File: config.mk
export PLATFORM = sky130hd
export DESIGN_NAME = clk_div_ctrl
export DESIGN_NICKNAME = d
export VERILOG_FILES = /design/src/rtl/clk_div_ctrl.sv
export SDC_FILE = /design/constraint.sdc
export NUM_CORES = 1
export LEC_CHECK = 0
export CORE_ASPECT_RATIO = 0.6
export CORE_UTILIZATION = 30
export DETAILED_ROUTE_END_ITERATION = 10
export HOLD_SLACK_MARGIN = 0.02
export PLACE_DENSITY = 0.61
export SLEW_MARGIN = 25
export SYNTH_ARGS = -nofsm -noshare
export SYNTH_HDL_FRONTEND = slang
export SYNTH_SLANG_ARGS = --single-unit
File: constraint.sdc
create_clock -name clk -period 2.6 [get_ports clk]
set_input_delay 0.26 -clock clk [delete_from_list [all_inputs] [get_ports clk]]
set_output_delay 0.26 -clock clk [all_outputs]
set_load 0.05 [all_outputs]
File: src/rtl/clk_div_ctrl.sv
// Run/stop and reconfiguration controller for the half-period clock divider.
// Outputs are registered; cfg_ready comes straight from the pending flag.
module clk_div_ctrl #(
  parameter int unsigned WIDTH       = 8,
  parameter int unsigned DEFAULT_DIV = 2
) (
  input  logic             clk,
  input  logic             reset,
  input  logic             run,
  input  logic             cfg_valid,
  input  logic [WIDTH-1:0] cfg_div,
  output logic             cfg_ready,
  output logic             cfg_err,
  output logic             clk_div,
  output logic             tick,
  output logic             running,
  output logic [WIDTH-1:0] cur_div
);

  typedef enum logic [1:0] {
    S_IDLE = 2'd0,
    S_RUN  = 2'd1,
    S_STOP = 2'd2
  } state_e;

  localparam logic [WIDTH-1:0] ONE     = {{(WIDTH-1){1'b0}}, 1'b1};
  localparam logic [WIDTH-1:0] DIV_RST = DEFAULT_DIV[WIDTH-1:0];

  state_e           state_q, state_d;
  logic [WIDTH-1:0] cnt_q, cnt_d;
  logic [WIDTH-1:0] cur_div_q, cur_div_d;
  logic [WIDTH-1:0] pend_div_q, pend_div_d;
  logic             pend_q, pend_d;
  logic             clk_div_q, clk_div_d;
  logic             tick_q, tick_d;
  logic             cfg_err_q, cfg_err_d;

  logic xfer, div_ok, wrap, apply;

  always_ff @(posedge clk) begin
    if (reset) begin
      state_q    <= S_IDLE;
      cnt_q      <= ONE;
      cur_div_q  <= DIV_RST;
      pend_div_q <= '0;
      pend_q     <= 1'b0;
      clk_div_q  <= 1'b0;
      tick_q     <= 1'b0;
      cfg_err_q  <= 1'b0;
    end else begin
      state_q    <= state_d;
      cnt_q      <= cnt_d;
      cur_div_q  <= cur_div_d;
      pend_div_q <= pend_div_d;
      pend_q     <= pend_d;
      clk_div_q  <= clk_div_d;
      tick_q     <= tick_d;
      cfg_err_q  <= cfg_err_d;
    end
  end

  always_comb begin
    state_d    = state_q;
    cnt_d      = cnt_q;
    cur_div_d  = cur_div_q;
    pend_div_d = pend_div_q;
    pend_d     = pend_q;
    clk_div_d  = clk_div_q;
    tick_d     = 1'b0;
    apply      = 1'b0;
    xfer       = cfg_valid && !pend_q;
    div_ok     = |cfg_div;
    wrap       = (cnt_q == cur_div_q);
    cfg_err_d  = xfer && !div_ok;

    case (state_q)
      S_IDLE: begin
        clk_div_d = 1'b0;
        cnt_d     = ONE;
        if (xfer && div_ok) cur_div_d = cfg_div;
        if (run) state_d = S_RUN;
      end
      default: begin
        if (state_q == S_RUN && !run && !clk_div_q) begin
          // Stop during a low phase: truncating low is harmless.
          state_d = S_IDLE;
          cnt_d   = ONE;
        end else if (wrap) begin
          cnt_d     = ONE;
          clk_div_d = !clk_div_q;
          tick_d    = 1'b1;
          if (clk_div_q) state_d = run ? S_RUN : S_IDLE;
        end else begin
          cnt_d   = cnt_q + ONE;
          state_d = run ? S_RUN : S_STOP;
        end

        apply = (state_d == S_IDLE) || (wrap && clk_div_q);
        if (apply && pend_q) begin
          cur_div_d = pend_div_q;
          pend_d    = 1'b0;
        end
        // Once headed for IDLE there is no boundary to wait for.
        if (xfer && div_ok) begin
          if (state_d == S_IDLE) begin
            cur_div_d = cfg_div;
          end else begin
            pend_div_d = cfg_div;
            pend_d     = 1'b1;
          end
        end
      end
    endcase
  end

  assign cfg_ready = !pend_q;
  assign cfg_err   = cfg_err_q;
  assign clk_div   = clk_div_q;
  assign tick      = tick_q;
  assign running   = (state_q != S_IDLE);
  assign cur_div   = cur_div_q;

endmodule

==> impl_results.md <==
- FP Rows: 19
- Kind of critical path: reg2out
- Worst path max stage delay: ~0.7 ns
- Ranking of synthesized cells by area: dfxtp_1 (42%), xor2_1 (8.5%), a21oi_1 (6.3%), nand3_1 (5.9%), o221a_1 (3.9%)
- Pwr Density: roughly 570 nW/um^2
- Hpwl dp: 2442 microns
- Synth Cell Area: between 1000 and 1500 sq um
- Max VDD drop: 0.2287 mV
- Hold slack: roughly 0.46 ns
- Number of diodes: 0
- Sequential-to-total area share from yosys stat: roughly two fifths
- Top cell family by delay on the critical path: buffers and inverters
- Sw Ratio: between 20% and 30%
- Fin crit share: ~78%
- Critical Path RT: about 2.3 ns
- Nets: slightly above 200
- CTS tree: built
- Crit path launch type: flip-flop
- Sequential Area: roughly 600 sq um
- P&R area growth vs syn: 29.03%
- Top_reg_cell synth: dfxtp_1
- #FFs+latches synth: 30
- Sw Pwr: between 0.0002 and 0.0003 W
- Achievable Freq: between 400 and 500 MHz
- Pwr Total: 0.001058 W
- Unrepaired setup endpoints after global routing: false
- Worst Path Arrival: about 1.8 ns
- Area leader, netlist: dfxtp_1
- Syn nets: approximately 180
- Worst Setup End Kind: output pin
- Final setup violation count: 0
- Gr usage total: 14.21%
- Die width: just over 90 microns
- Synth cell count leaders: dfxtp_1 (30), a21oi_1 (18), nand3_1 (17)
- Slew Limit Fails: 0
- Skew-Pair Late Insertion Delay: between 0.2 and 0.3 ns
- # hold bufs at CTS: 0
- CP Buf/Inv Count: 2
- I/O Buffers: 24
- Slew headroom: around 66%
- Post-synthesis average cell area: 8.859 sq um
- Most common cell in the synthesized netlist: dfxtp_1
- First-pass GRT wire length: 5395 microns
- Die Ht: roughly 56 microns
- Mean routed wirelength per cell: between 10 and 15 microns
- Async SR Flop Fraction: 0%
- Final-layout fill cell count: ~480
- Clock skew: around 0.0068 ns
- Vias in the first global route: between 1,000 and 1,500
- Share of layout cells above drive strength 1: 11.40%
- Total Routed Length: 3215 microns
- Cells after Synth: around 160
- Distinct cells, synth: 39
- Worst Tran Pin Value: 0.5099 ns
- Multi-input logic area: 784.5 sq um
- Worst-path clk slew: roughly 0.060 ns
- Setup Buffers After CTS: 0
- Sink Count: 30
- Gpl congestion: around 0.8
- Worst Path Max Fanout: 6
- Clock network power share: 36.7%
- Post-DR vias/cell: roughly 4.8
- Initial antenna violation count: 0
- Final Non-Filler Cells: roughly 260
- Setup TNS: 0 ns
- Placed insts: ~250
- Worst hold path class: reg2reg
- Leak pwr: between 0.6 and 0.7 nW
- Drt pass-1 iters: 4
- Share of the synthesized area in the top cell type: 41.85%
- H-tree depth: 2
- Core area: approximately 4600 sq um
- Clk buf depth: 2
- Fin crit period: approximately 2.0 ns
- Overflow after GRT: 0
- Flop pwr share: between 40% and 50%
- Post-synth EDFFs: 0
- Cts repair resizes: 0
- Post-route ant nets: 0
- Starting DRT DRC Count: 47
- Root buffer selected by CTS: clkbuf_8
- Largest net degree at the start of global routing: 15
- Combinational Power Share: 16.7%
- Die area: 5073 sq um
- Critical-path top delay cell: clkdlybuf4s50_1
- Outcome: complete, no violations
- Crit-path cells: nor2_1 > inv_1 > clkdlybuf4s50_1
- Yosys warning count: 0
- TritonCTS buffer count: 5
- Io pins: 25
- Via count: 1,226
- Hold Violations, Final: 0
- # DRC: 0
- Initial Utilization: approximately 31%
- Max-Cap Viols: 0
- Internal Pwr Total: approximately 0.00076 W
-- tightest hold or removal path: cells and delay by family, from the launching register on --
kind / cells / cell delay (ns)
AO/OA/AOI/OAI: 1 / 0.05
flip-flops: 1 / 0.31
AND/OR/NAND/NOR: 1 / 0.05
-- area by class of cell --
class	count	share of cell area (%)
clock buffer	7	4.662
clock inverter	1	0.2703
inverter	9	1.824
multi-input combinational	119	42.36
sequential	30	32.43
tap	63	4.257
timing repair buffer	27	14.19
-- power groups by stage --
| stage | clock [W] | sequential (W) | combinational [W] |
|---|---|---|---|
| finish | 0.000388 | 0.000493 | 0.000177 |
| global route | 0.000419 | 0.000495 | 0.000189 |
| CTS | 0.000402 | 0.000493 | 0.000177 |
| detailed placement | 0 | 0.000503 | 0.000176 |
| global placement | 0 | 0.000504 | 0.000176 |
| floorplan | 0 | 0.000535 | 0.0000787 |
-- final timing paths --
check	depth (start not counted)	start	endpoint	slack, ns
worst min register to register	2	pend_div_q[0]	pend_div_q[0]	0.46
worst min-delay path	2	pend_div_q[0]	pend_div_q[0]	0.46
worst max-delay path	3	state_q[1]	running	0.58
worst max register to register	6	cnt_q[0]	cur_div[3]	0.60
-- routing by layer --
metal  GRT usage (%)  wire length (microns)  vias up  share of wire, %
met5               0                      0        -                 0
met4           7.937                     63        0               2.0
met3           4.508                    119        7               3.7
met2           16.99                   1187       22                37
met1           21.61                   1844      561                57
li1                -                      -      636                 -
-- stage by stage --
step	utilization [%]	setup WS [ns]	instance area (sq um)
floorplan	-	0.4497	1435
global placement	38.37	0.3621	1760
global route	40.36	0.3703	1852
CTS	40.36	0.5716	1852
finish	40.36	0.5807	1852
detailed placement	38.37	0.3112	1760
-- layout by cell type (no fill, tap or decap), types with 2 or more instances in the layout --
| cell type | instances |
|---|---|
| dfxtp_1 | 30 |
| clkdlybuf4s50_1 | 24 |
| a21oi_1 | 18 |
| nand3_1 | 17 |
| xor2_1 | 14 |
| nand2_1 | 13 |
| nor2_1 | 11 |
| inv_1 | 8 |
| clkbuf_8 | 6 |
| o221a_1 | 5 |
| nor3_1 | 4 |
| nor4_1 | 3 |
| buf_4 | 3 |
| nand2b_1 | 2 |
| nor4_4 | 2 |
| or2_1 | 2 |
| nand2_2 | 2 |
| or3_1 | 2 |
| a21o_1 | 2 |
| and3_1 | 2 |
| a31oi_1 | 2 |
-- flip-flops by register name (all words and copies together), names as in the netlist --
name        cells
cnt_q           8
cur_div         8
pend_div_q      8
state_q         2
cfg_err         1
clk_div         1
pend_q          1
tick            1
-- cells by family after synthesis --
logic type	synth area share, %
buffers and inverters	3.487
AO/OA/AOI/OAI	17.87
XOR/XNOR	9.155
flip-flops	41.85
AND/OR/NAND/NOR	26.07
multiplexers	0.6975
adder cells (fa/ha/maj)	0.8717
No activity file was read; power rests on OpenSTA's default activity.
